**src/rtl/ftdi_fifo_bridge.sv**
```systemverilog
// FT232H-style 245-FIFO controller: strobed reads framed into packets, writes from a TX FIFO.
// Define FTDI_BRIDGE_SYNC_EN to pass rxf_n/txe_n through 2-flop synchronisers.
module ftdi_fifo_bridge #(
  parameter int unsigned DATA_W      = 8,
  parameter int unsigned PKT_LEN     = 128,
  parameter int unsigned RD_LOW_CYC  = 3,
  parameter int unsigned RD_HIGH_CYC = 2,
  parameter int unsigned WR_LOW_CYC  = 2,
  parameter int unsigned TX_DEPTH    = 16
) (
  input  logic                          clock,
  input  logic                          reset_n,
  input  logic                          rxf_n,
  input  logic                          txe_n,
  input  logic [DATA_W-1:0]             adbus_in,
  output logic [DATA_W-1:0]             adbus_out,
  output logic                          adbus_oe,
  output logic                          rd_n,
  output logic                          wr_n,
  output logic [DATA_W-1:0]             rx_data,
  output logic                          rx_valid,
  output logic [$clog2(PKT_LEN)-1:0]    rx_idx,
  output logic                          rx_pkt_done,
  input  logic                          rx_ready,
  input  logic [DATA_W-1:0]             tx_data,
  input  logic                          tx_valid,
  output logic                          tx_ready,
  output logic [$clog2(TX_DEPTH):0]     tx_count
);

  localparam int unsigned IdxW   = $clog2(PKT_LEN);
  localparam int unsigned PtrW   = $clog2(TX_DEPTH);
  localparam int unsigned CntMax = (RD_LOW_CYC > RD_HIGH_CYC) ?
                                   ((RD_LOW_CYC > WR_LOW_CYC) ? RD_LOW_CYC : WR_LOW_CYC) :
                                   ((RD_HIGH_CYC > WR_LOW_CYC) ? RD_HIGH_CYC : WR_LOW_CYC);
  localparam int unsigned CntW   = $clog2(CntMax) + 1;
  localparam logic [PtrW:0] TxFull = (PtrW + 1)'(TX_DEPTH);

  typedef enum logic [2:0] {
    StIdle, StRdLow, StRdHigh, StWrSetup, StWrLow, StWrHigh
  } state_e;

  logic rxf_n_s, txe_n_s;

`ifdef FTDI_BRIDGE_SYNC_EN
  logic [1:0] rxf_sync_q, txe_sync_q;
  always_ff @(posedge clock or negedge reset_n) begin
    if (!reset_n) begin
      rxf_sync_q <= 2'b11;
      txe_sync_q <= 2'b11;
    end else begin
      rxf_sync_q <= {rxf_sync_q[0], rxf_n};
      txe_sync_q <= {txe_sync_q[0], txe_n};
    end
  end
  assign rxf_n_s = rxf_sync_q[1];
  assign txe_n_s = txe_sync_q[1];
`else
  assign rxf_n_s = rxf_n;
  assign txe_n_s = txe_n;
`endif

  state_e              state_q, state_d;
  logic [CntW-1:0]     cnt_q, cnt_d;
  logic                rd_prio_q, rd_prio_d;
  logic [DATA_W-1:0]   rx_data_q, rx_data_d;
  logic                rx_valid_q, rx_valid_d;
  logic [IdxW-1:0]     rx_idx_q, rx_idx_d;
  logic                rx_done_q, rx_done_d;
  logic [IdxW-1:0]     pkt_cnt_q, pkt_cnt_d;
  logic [DATA_W-1:0]   adbus_out_q, adbus_out_d;
  logic [PtrW:0]       wptr_q, wptr_d, rptr_q, rptr_d;
  logic [DATA_W-1:0]   mem_q [TX_DEPTH];
  logic                push, pop, rd_req, wr_req;
  logic [DATA_W-1:0]   head;

  assign tx_count = wptr_q - rptr_q;
  // A pop in this cycle frees a slot, so a full FIFO can still take a push.
  assign tx_ready = (tx_count != TxFull) || pop;
  assign push     = tx_valid && tx_ready;
  assign head     = mem_q[rptr_q[PtrW-1:0]];
  assign rd_req   = !rxf_n_s && rx_ready;
  assign wr_req   = !txe_n_s && (tx_count != '0);

  always_comb begin
    state_d     = state_q;
    cnt_d       = cnt_q;
    rd_prio_d   = rd_prio_q;
    rx_data_d   = rx_data_q;
    rx_valid_d  = 1'b0;
    rx_idx_d    = rx_idx_q;
    rx_done_d   = 1'b0;
    pkt_cnt_d   = pkt_cnt_q;
    adbus_out_d = adbus_out_q;
    pop         = 1'b0;
    unique case (state_q)
      StIdle: begin
        cnt_d = '0;
        if (rd_req && (!wr_req || rd_prio_q)) begin
          state_d   = StRdLow;
          rd_prio_d = 1'b0;
        end else if (wr_req) begin
          state_d     = StWrSetup;
          rd_prio_d   = 1'b1;
          adbus_out_d = head;
        end
      end
      StRdLow: begin
        if (cnt_q == CntW'(RD_LOW_CYC - 1)) begin
          cnt_d      = '0;
          state_d    = StRdHigh;
          rx_data_d  = adbus_in;
          rx_valid_d = 1'b1;
          rx_idx_d   = pkt_cnt_q;
          rx_done_d  = (pkt_cnt_q == IdxW'(PKT_LEN - 1));
          pkt_cnt_d  = rx_done_d ? '0 : pkt_cnt_q + IdxW'(1);
        end else begin
          cnt_d = cnt_q + CntW'(1);
        end
      end
      StRdHigh: begin
        if (cnt_q == CntW'(RD_HIGH_CYC - 1)) begin
          cnt_d   = '0;
          state_d = StIdle;
        end else begin
          cnt_d = cnt_q + CntW'(1);
        end
      end
      StWrSetup: begin
        cnt_d   = '0;
        state_d = StWrLow;
      end
      StWrLow: begin
        if (cnt_q == CntW'(WR_LOW_CYC - 1)) begin
          cnt_d   = '0;
          state_d = StWrHigh;
          pop     = 1'b1;
        end else begin
          cnt_d = cnt_q + CntW'(1);
        end
      end
      StWrHigh: state_d = StIdle;
      default:  state_d = StIdle;
    endcase
  end

  always_comb begin
    wptr_d = push ? wptr_q + (PtrW + 1)'(1) : wptr_q;
    rptr_d = pop  ? rptr_q + (PtrW + 1)'(1) : rptr_q;
  end

  always_ff @(posedge clock or negedge reset_n) begin
    if (!reset_n) begin
      state_q     <= StIdle;
      cnt_q       <= '0;
      rd_prio_q   <= 1'b1;
      rx_data_q   <= '0;
      rx_valid_q  <= 1'b0;
      rx_idx_q    <= '0;
      rx_done_q   <= 1'b0;
      pkt_cnt_q   <= '0;
      adbus_out_q <= '0;
      wptr_q      <= '0;
      rptr_q      <= '0;
    end else begin
      state_q     <= state_d;
      cnt_q       <= cnt_d;
      rd_prio_q   <= rd_prio_d;
      rx_data_q   <= rx_data_d;
      rx_valid_q  <= rx_valid_d;
      rx_idx_q    <= rx_idx_d;
      rx_done_q   <= rx_done_d;
      pkt_cnt_q   <= pkt_cnt_d;
      adbus_out_q <= adbus_out_d;
      wptr_q      <= wptr_d;
      rptr_q      <= rptr_d;
    end
  end

  always_ff @(posedge clock) begin
    if (push) mem_q[wptr_q[PtrW-1:0]] <= tx_data;
  end

  // Strobes and OE decode straight from state so an async reset clears them immediately.
  assign rd_n        = (state_q != StRdLow);
  assign wr_n        = (state_q != StWrLow);
  assign adbus_oe    = (state_q == StWrSetup) || (state_q == StWrLow) || (state_q == StWrHigh);
  assign adbus_out   = adbus_out_q;
  assign rx_data     = rx_data_q;
  assign rx_valid    = rx_valid_q;
  assign rx_idx      = rx_idx_q;
  assign rx_pkt_done = rx_done_q;

endmodule

```
**config.mk**
```make
export PLATFORM = sky130hd
export DESIGN_NAME = ftdi_fifo_bridge
export DESIGN_NICKNAME = d
export VERILOG_FILES = /design/src/rtl/ftdi_fifo_bridge.sv
export SDC_FILE = /design/constraint.sdc
export NUM_CORES = 1
export LEC_CHECK = 0
export CAP_MARGIN = 15
export CORE_AREA = 2 2 119 121
export CTS_CLUSTER_DIAMETER = 30
export DETAILED_ROUTE_END_ITERATION = 10
export DIE_AREA = 0 0 121 123
export PLACE_DENSITY = 0.77
export SETUP_SLACK_MARGIN = 0.1
export SYNTH_ARGS = -nofsm -noshare
export SYNTH_HDL_FRONTEND = slang
export SYNTH_SLANG_ARGS = --single-unit
```
**constraint.sdc**
```tcl
create_clock -name clock -period 6 [get_ports clock]
set_input_delay 0.6 -clock clock [delete_from_list [all_inputs] [get_ports clock]]
set_output_delay 0.6 -clock clock [all_outputs]
set_load 0.03 [all_outputs]
```
==> reports/metrics.csv, run 1 <==
metric,value,unit
status,"complete, no violations",
post-synth top area cell,edfxtp_1,
"count leader, synth",edfxtp_1,
post-layout instance area,8686,µm²
"EDFF count, synth",128,
synth unique cells,44,
site row count,43,
Syn Area/Cell,15.12,µm²
post-DR vias/cell,5.943,
met3 usage in global routing,5.858,%
Post-CTS Resized,0,
Psw,0.001455,W
clk_lat worst skew,0.43,ns
first-pass GRT wire length,23970,µm
Cell Pwr Density,493.4,nW/µm²
# IOs,56,
fin crit period,4.471,ns
Longest Clk Path Bufs,2,
gr ovfl total,0,
Synth top area share,52.18,%
share of total power in combinational logic,34.2,%
synthesized instance count,487,
"Top FF cell, synth",edfxtp_1,
PortBufs,55,
clock skew,0.009220,ns
drt pass-1 iters,7,
Place WS,1.811,ns
share of cells above drive strength 1,14.39,%
HP Class,input port to async pin,
Mapped Nets,520,
max_cap viols,0,
grt peak-use layer,met2,
CTS tree,done,
most instantiated cells after synthesis,"edfxtp_1 (128), nand2_1 (85), dfrtp_1 (48), mux4_2 (32), nor2_1 (27)",
CP arrival,3.87,ns
Slew @ Worst Pin,1.158,ns
filler cell count,966,
die area,14880,µm²
Die Wd,121,µm
Tot Pwr,0.004286,W
Worst Setup Start Kind,register,
pin count of the biggest net entering global routing,50,
#FFs+latches synth,177,
antenna-violating nets left,0,
Hold Buf Count CTS,0,
"Cell Area, Placed",8087,µm²
fin util,63.81,%
peak supply drop,0.2473,mV
sw frac,33.96,%
Final setup viols,0,
CTS Root Cell,clkbuf_16,
post-synthesis async set-or-reset flop share,27.68,%
HPWL Detailed,10360,µm
GRT met2 Usage,34.90,%
n_diodes,0,
crit end category,primary output,
Max-slew headroom,22.57,%
Starting Density,54.11,%
Area Overhead vs Synth,17.92,%
gpl congestion,0.9020,
CTS Buf Count,17,
Die H,123,µm
Clock Power Share,26.3,%
reg2reg path depth,7,
H-tree depth,4,
clk sinks,177,
"top cells by area, synth","edfxtp_1 (52%), dfrtp_1 (16%), mux4_2 (9.8%), nand2_1 (4.3%), ha_1 (1.7%)",
setup TNS,0,ns
Flop pwr share,39.5,%
Worst Setup Path Type,register to primary output,
GRT Total Usage,22.27,%
Post-CTS Setup Repair Bufs,0,
Vias,4374,
drt initial violations,486,
Pleak,3.135,nW
crit path max fanout,25,
post-DR wirelength/cell,21.15,µm
Nets,577,
synthesized area,7366,µm²
WP data required,5.40,ns
register area share after synthesis,68.85,%
final hold vios,0,
Global Route met1 Usage,31.09,%
max-slew violation count,0,
vias in the first global route,4274,
initial antenna violation count,0,
final critical-path share of the clock period,74.52,%
PnR worst setup slack,1.529,ns
clock-pin transition on the worst setup and hold timing paths,0.06,ns
WL final,15560,µm
Max Clk Rate,223.7,MHz
Synth Warn #,0,
Core ar.,13610,µm²
DRC,0,
unrepaired setup endpoints after global routing,false,
Pint,0.002830,W
per-layer routing:
layer	up-vias	share of wire (%)
met3	17	8.2
met5	-	0
li1	1941	-
met4	0	1.5
met2	237	48
met1	2179	42
worst paths after layout:
kind	from	to	slack (ns)
min reg2reg	rx_data[6]	rx_data[6]	0.48
max in group asynchronous	reset_n	rptr_q[0]	5.30
min in group clock	rx_data[6]	rx_data[6]	0.48
max reg2reg	rptr_q[1]	mem_q[4][1]	1.72
min	reset_n	state_q[0]	0.26
max	rptr_q[1]	tx_ready	1.53
power groups by stage:
stage	clock network (W)	registers [W]	logic (W)
finish	0.00113	0.00169	0.00147
global route	0.00119	0.00171	0.00158
CTS	0.00114	0.00169	0.00148
detailed placement	0	0.00171	0.00147
global placement	0	0.00170	0.00143
floorplan	0	0.00174	0.000936
cell families after synthesis:
family	after synthesis	share of synthesized area, %
DFF	177	68.85
and+or+nand+nor	149	8.646
AOI/OAI and AO/OA	56	5.232
muxes	42	11.30
buffers and inverters	36	2.004
xor gates and xnor gates	16	2.004
adders and majority gates	11	1.970
stage by stage:
step / hold WS [ns] / instances
floorplan: 0.3044 / 487
finish: 0.2647 / 736
global route: 0.3036 / 736
global placement: 0.4584 / 705
detailed placement: 0.4645 / 705
CTS: 0.2798 / 736
final cells by class:
type	count	area, µm²	share of cell area [%]
Timing Repair Buffer	60	583.1	6.713
Tap cell	180	225.2	2.593
Inverter	14	52.55	0.6050
Clock buffer	19	432.9	4.984
Sequential cell	177	5072	58.40
Multi-Input combinational cell	274	2153	24.79
Clock inverter	12	166.4	1.916
worst max-delay path, stage by stage (launching register included):
cell             delay (ns)
dfrtp_1                0.56
buf_4                  0.34
fa_1                   0.48
xnor2_1                0.27
nor2_1                 0.08
mux2i_1                0.78
or3_1                  0.23
clkdlybuf4s50_1        0.67
state kept, by name (all words and copies together) (netlist names):
register	count
adbus_out	8
wptr_q	5
cnt_q	3
rd_prio_q	1
rx_idx	7
rptr_q	5
pkt_cnt_q	7
rx_pkt_done	1
state_q	3
mem_q	128
rx_valid	1
rx_data	8
layout by cell type, fill, tap and decap left out, types with 9 or more instances in the layout:
cell | synthesis | final
a21oi_1 | 9 | 9
a22oi_1 | 16 | 16
clkbuf_16 | 0 | 17
clkdlybuf4s50_1 | 0 | 54
dfrtp_1 | 48 | 47
edfxtp_1 | 128 | 128
ha_1 | 10 | 10
inv_1 | 13 | 13
mux2_2 | 9 | 9
mux4_2 | 32 | 32
nand2_1 | 85 | 85
nand3_1 | 11 | 11
nor2_1 | 27 | 27
o21ai_0 | 13 | 13
xnor2_1 | 11 | 11
No activity file was read; power rests on OpenSTA's default activity.
==> inputs of run 2 (changes only) <==
==> constraint.sdc (replaced) <==
create_clock -name clock -period 4.2 [get_ports clock]
set_input_delay 0.42 -clock clock [delete_from_list [all_inputs] [get_ports clock]]
set_output_delay 0.42 -clock clock [all_outputs]
set_load 0.03 [all_outputs]
==> reports/metrics.csv, run 2 (synthesis gave the netlist of run 1 again) <==
metric,value,unit,change
Tot Pwr,0.005962,W,+39%
Post-CTS Resized,0,,unchanged
Worst Setup Path Type,register to primary output,,
site row count,43,,unchanged
Max Clk Rate,268.3,MHz,
CTS Buf Count,17,,unchanged
gpl congestion,0.8471,,-6.1%
PortBufs,55,,unchanged
clock skew,0.01038,ns,+0.001160 ns
Die Wd,121,µm,unchanged
post-DR wirelength/cell,20.02,µm,-5.3%
Max-slew headroom,26.67,%,+4.1 points
Starting Density,54.11,%,unchanged
H-tree depth,4,,unchanged
# IOs,56,,unchanged
pin count of the biggest net entering global routing,50,,unchanged
first-pass GRT wire length,23640,µm,-1.4%
initial antenna violation count,0,,unchanged
slowest CP cell,clkdlybuf4s50_1,,
Slew @ Worst Pin,1.092,ns,-0.06691 ns
Pleak,3.126,nW,-0.31%
final critical-path share of the clock period,88.73,%,
Die H,123,µm,unchanged
max_cap viols,0,,unchanged
CP arrival,3.31,ns,-0.56 ns
crit end category,primary output,,
Vias,4374,,unchanged
Final setup viols,0,,unchanged
n_diodes,0,,unchanged
Post-CTS Setup Repair Bufs,0,,unchanged
crit path max fanout,11,,-56%
most frequent cells in the layout,"edfxtp_1 (128), nand2_1 (85), clkdlybuf4s50_1 (54)",,
clk sinks,177,,unchanged
"commonest non-fill, non-tap cell in the layout",edfxtp_1,,
die area,14880,µm²,unchanged
Hold Buf Count CTS,0,,unchanged
Buf/Inv on CP,4,,+2
post-DR vias/cell,5.911,,-0.54%
max incr delay on CP,0.61,ns,-0.17 ns
unrepaired setup endpoints after global routing,false,,
share of cells above drive strength 1,15.54,%,+1.1 points
vias in the first global route,4327,,+1.2%
Core ar.,13610,µm²,unchanged
Worst Setup Start Kind,register,,
fin cells,740,,+0.54%
CTS Root Cell,clkbuf_16,,
peak supply drop,0.3291,mV,+33%
status,"complete, no violations",,
clk_lat worst skew,0.43,ns,about the same
setup TNS,0,ns,unchanged
Area Overhead vs Synth,17.89,%,about the same
Nets,580,,+0.52%
final hold vios,0,,unchanged
max reg flops,128,,unchanged
max-slew violation count,0,,unchanged
CTS tree,done,,
DRC,0,,unchanged
GRT Total Usage,21.58,%,-0.69 points
WL final,14820,µm,-4.8%
HPWL Detailed,9922,µm,-4.3%
fin crit period,3.726,ns,
Inst Count DP,706,,+0.14%
"Largest delay share family, worst path",buffers and inverters,,
WP data required,3.78,ns,-1.62 ns
clock-pin transition on the worst setup and hold timing paths,0.06,ns,about the same
worst path cell trace,"inv_1, ha_1, fa_1, inv_1, nor4_1, mux2i_1, buf_4, or3_1, clkdlybuf4s50_1",,
drt pass-1 iters,5,,-2
drt initial violations,434,,-11%
Cell Pwr Density,686.6,nW/µm²,+39%
Longest Clk Path Bufs,2,,unchanged
gr ovfl total,0,,unchanged
antenna-violating nets left,0,,unchanged
Hold Slack,0.4212,ns,+0.1565 ns
"most used cell, CP",inv_1,,
HP Class,input port to async pin,,
## run 2: cell types whose count changed in the layout (fill, tap and decap cells not counted), sizes merged
cell,change
buf,+2
bufinv,-3
clkbuf,-2
clkinv,-1
clkinvlp,+4
dlygate4sd3,+1
inv,+3
## run 2: metal layers
metal / vias to the layer above / track usage [%] / share of wire, %
li1: 1953 / - / -
met1: 2192 / 28.47 / 42
met2: 208 / 34.87 / 49
met3: 21 / 5.028 / 7.1
met4: 0 / 9.084 / 2.2
met5: - / 0 / 0
## run 2: layout make-up
class | count | area [µm²]
sequential | 177 | 5072
inverter | 14 | 52.55
multi-input combinational | 274 | 2153
clock buffer | 17 | 425.4
clock inverter | 15 | 133.9
fill | 957 | 4928
tap | 180 | 225.2
timing repair buffer | 63 | 620.6
## run 2: stage by stage
step | cell area, µm² | util [%] | worst slack [ns]
global route | 8683 | 63.79 | 0.2960
detailed placement | 8094 | 59.46 | 0.6442
CTS | 8653 | 63.57 | 0.4629
global placement | 8094 | 59.46 | 0.7537
floorplan | 7366 | - | 0.7943
finish | 8683 | 63.79 | 0.4735
## run 2: path summary, 6_finish.rpt
path | startpoint | to | slack [ns] | cells past startpoint
max in group asynchronous | reset_n | rx_pkt_done | 3.29 | 3
hold / removal | reset_n | state_q[2] | 0.42 | 2
min in group clock | rx_data[1] | rx_data[1] | 0.48 | 2
setup reg to reg | wptr_q[0] | mem_q[9][4] | 0.63 | 9
setup / recovery | wptr_q[0] | tx_ready | 0.47 | 9
hold reg to reg | rx_data[1] | rx_data[1] | 0.48 | 2
## run 2: report_power, final
group | switching, W | internal [W]
clock network | 0.000652 | 0.000818
registers | 0.000217 | 0.00218
logic | 0.00121 | 0.000891
total | 0.00208 | 0.00389
==> inputs of run 3 (changes only) <==
--- a/config.mk
+++ b/config.mk
@@ -6,10 +6,11 @@
 export NUM_CORES = 1
 export LEC_CHECK = 0
 export CAP_MARGIN = 15
-export CORE_AREA = 2 2 119 121
+export CORE_AREA = 2 2 85 169
 export CTS_CLUSTER_DIAMETER = 30
+export CTS_CLUSTER_SIZE = 28
 export DETAILED_ROUTE_END_ITERATION = 10
-export DIE_AREA = 0 0 121 123
+export DIE_AREA = 0 0 87 171
 export PLACE_DENSITY = 0.77
 export SETUP_SLACK_MARGIN = 0.1
 export SYNTH_ARGS = -nofsm -noshare
==> reports/metrics.csv, run 3 (synthesis gave the netlist of run 1 again) <==
metric,value,unit,change
die area,14880,µm²,about the same
# IOs,56,,unchanged
Buf/Inv on CP,4,,unchanged
first-pass GRT wire length,24540,µm,+3.8%
antenna-violating nets left,0,,unchanged
Starting Density,53.92,%,-0.20 points
n_diodes,0,,unchanged
clock-pin transition on the worst setup and hold timing paths,0.07,ns,about the same
Post-CTS Resized,0,,unchanged
Max Clk Rate,268.1,MHz,about the same
"commonest non-fill, non-tap cell in the layout",edfxtp_1,,
WP data required,3.78,ns,about the same
worst path cell trace,"inv_1, ha_1, fa_1, inv_1, nor4_1, mux2i_1, buf_4, or3_1, clkdlybuf4s50_1",,
Multi-input gate area,2153,µm²,unchanged
gpl congestion,0.8805,,+3.9%
gr ovfl total,0,,unchanged
max_cap viols,0,,unchanged
most frequent cells in the layout,"edfxtp_1 (128), nand2_1 (85), clkdlybuf4s50_1 (54)",,
"most used cell, CP",inv_1,,
Longest Clk Path Bufs,2,,unchanged
peak supply drop,0.5071,mV,+54%
clk_lat worst skew,0.43,ns,about the same
filler cell count,932,,-2.6%
"Largest delay share family, worst path",buffers and inverters,,
Cell Pwr Density,707.1,nW/µm²,+3.0%
H-tree depth,4,,unchanged
"Cell Area, Placed",8088,µm²,about the same
Final setup viols,0,,unchanged
drt initial violations,383,,-12%
final critical-path share of the clock period,88.81,%,about the same
Worst Setup Path Type,register to primary output,,
max-slew violation count,0,,unchanged
Core ar.,13660,µm²,+0.37%
unrepaired setup endpoints after global routing,false,,
Die H,171,µm,+39%
share of cells above drive strength 1,16.01,%,+0.48 points
vias in the first global route,4342,,+0.35%
post-layout instance area,8728,µm²,+0.52%
Die Wd,87,µm,-28%
max incr delay on CP,0.60,ns,about the same
Max-slew headroom,24.14,%,-2.5 points
HPWL Detailed,10230,µm,+3.1%
fin crit period,3.730,ns,+0.003591 ns
Nets,582,,+0.34%
GRT Total Usage,22.89,%,+1.3 points
WL final,15680,µm,+5.8%
DRC,0,,unchanged
Pleak,3.169,nW,+1.4%
Slew @ Worst Pin,1.129,ns,+0.03762 ns
CTS Buf Count,17,,unchanged
final hold vios,0,,unchanged
Vias,4273,,-2.3%
crit path max fanout,11,,unchanged
Post-CTS Setup Repair Bufs,0,,unchanged
CTS Root Cell,clkbuf_16,,
flop2flop setup slack,0.62,ns,about the same
CP arrival,3.31,ns,about the same
crit end category,primary output,,
post-DR wirelength/cell,21.81,µm,+8.9%
site row count,61,,+42%
Worst Setup Start Kind,register,,
FF+latch area,5072,µm²,unchanged
clk sinks,177,,unchanged
max reg flops,128,,unchanged
HP Class,input port to async pin,,
clock skew,0.01490,ns,+0.004525 ns
initial antenna violation count,0,,unchanged
Hold Buf Count CTS,1,,+1
status,"complete, no violations",,
PortBufs,55,,unchanged
post-DR vias/cell,5.943,,+0.54%
slowest CP cell,clkdlybuf4s50_1,,
setup TNS,0,ns,unchanged
CTS tree,done,,
pin count of the biggest net entering global routing,37,,-26%
Area Overhead vs Synth,18.50,%,
drt pass-1 iters,5,,unchanged
[run 3: path summary, 6_finish.rpt]
check                                to  cells past startpoint       from
setup reg to reg            mem_q[0][0]                      9  wptr_q[0]
hold reg to reg               rx_idx[1]                      2  rx_idx[1]
min in group clock            rx_idx[1]                      2  rx_idx[1]
hold / removal             adbus_out[4]                      2    reset_n
max in group asynchronous     rd_prio_q                      3    reset_n
setup / recovery               tx_ready                      9  wptr_q[0]
[run 3: per-layer routing]
metal  routed length (µm)  global-route usage [%]
met5                    0                       0
met1                 6168                   28.74
met3                  748                   4.342
met2                 8498                   39.60
met4                  265                   7.405
[run 3: cell type report]
type                       instances  share of cell area, %
clock buffer                      17                  4.874
clock inverter                    15                  2.351
inverter                          14                 0.6021
multi-input combinational        274                  24.67
sequential                       177                  58.11
tap                              157                  2.251
timing repair buffer              65                  7.139
[run 3: report_power, final]
| part | switching (W) | total [W] | internal (W) |
|---|---|---|---|
| registers | 0.000214 | 0.00239 | 0.00217 |
| logic | 0.00126 | 0.00216 | 0.000904 |
| clock network | 0.000756 | 0.00162 | 0.000868 |
[run 3: metrics by stage]
step                util [%]  worst slack, ns  hold slack (ns)  power (W)  std cells
floorplan                  -           0.7943           0.1244   0.003820        487
global placement       59.20           0.8968           0.3208   0.004497        686
detailed placement     59.20           0.6349           0.3307   0.004569        686
CTS                    63.89           0.4608           0.4124   0.006208        719
global route           63.89           0.2600           0.4320   0.006469        719
finish                 63.89           0.4699           0.4092   0.006172        719
[run 3: worst register-to-register path, stage by stage, from the launching register on]
cell	delay (ns)
dfrtp_1	0.43
inv_1	0.12
ha_1	0.24
fa_1	0.41
nand2b_1	0.17
a21oi_1	0.23
xor2_2	0.37
o31ai_1	0.16
buf_4	0.18
nor3_1	0.90
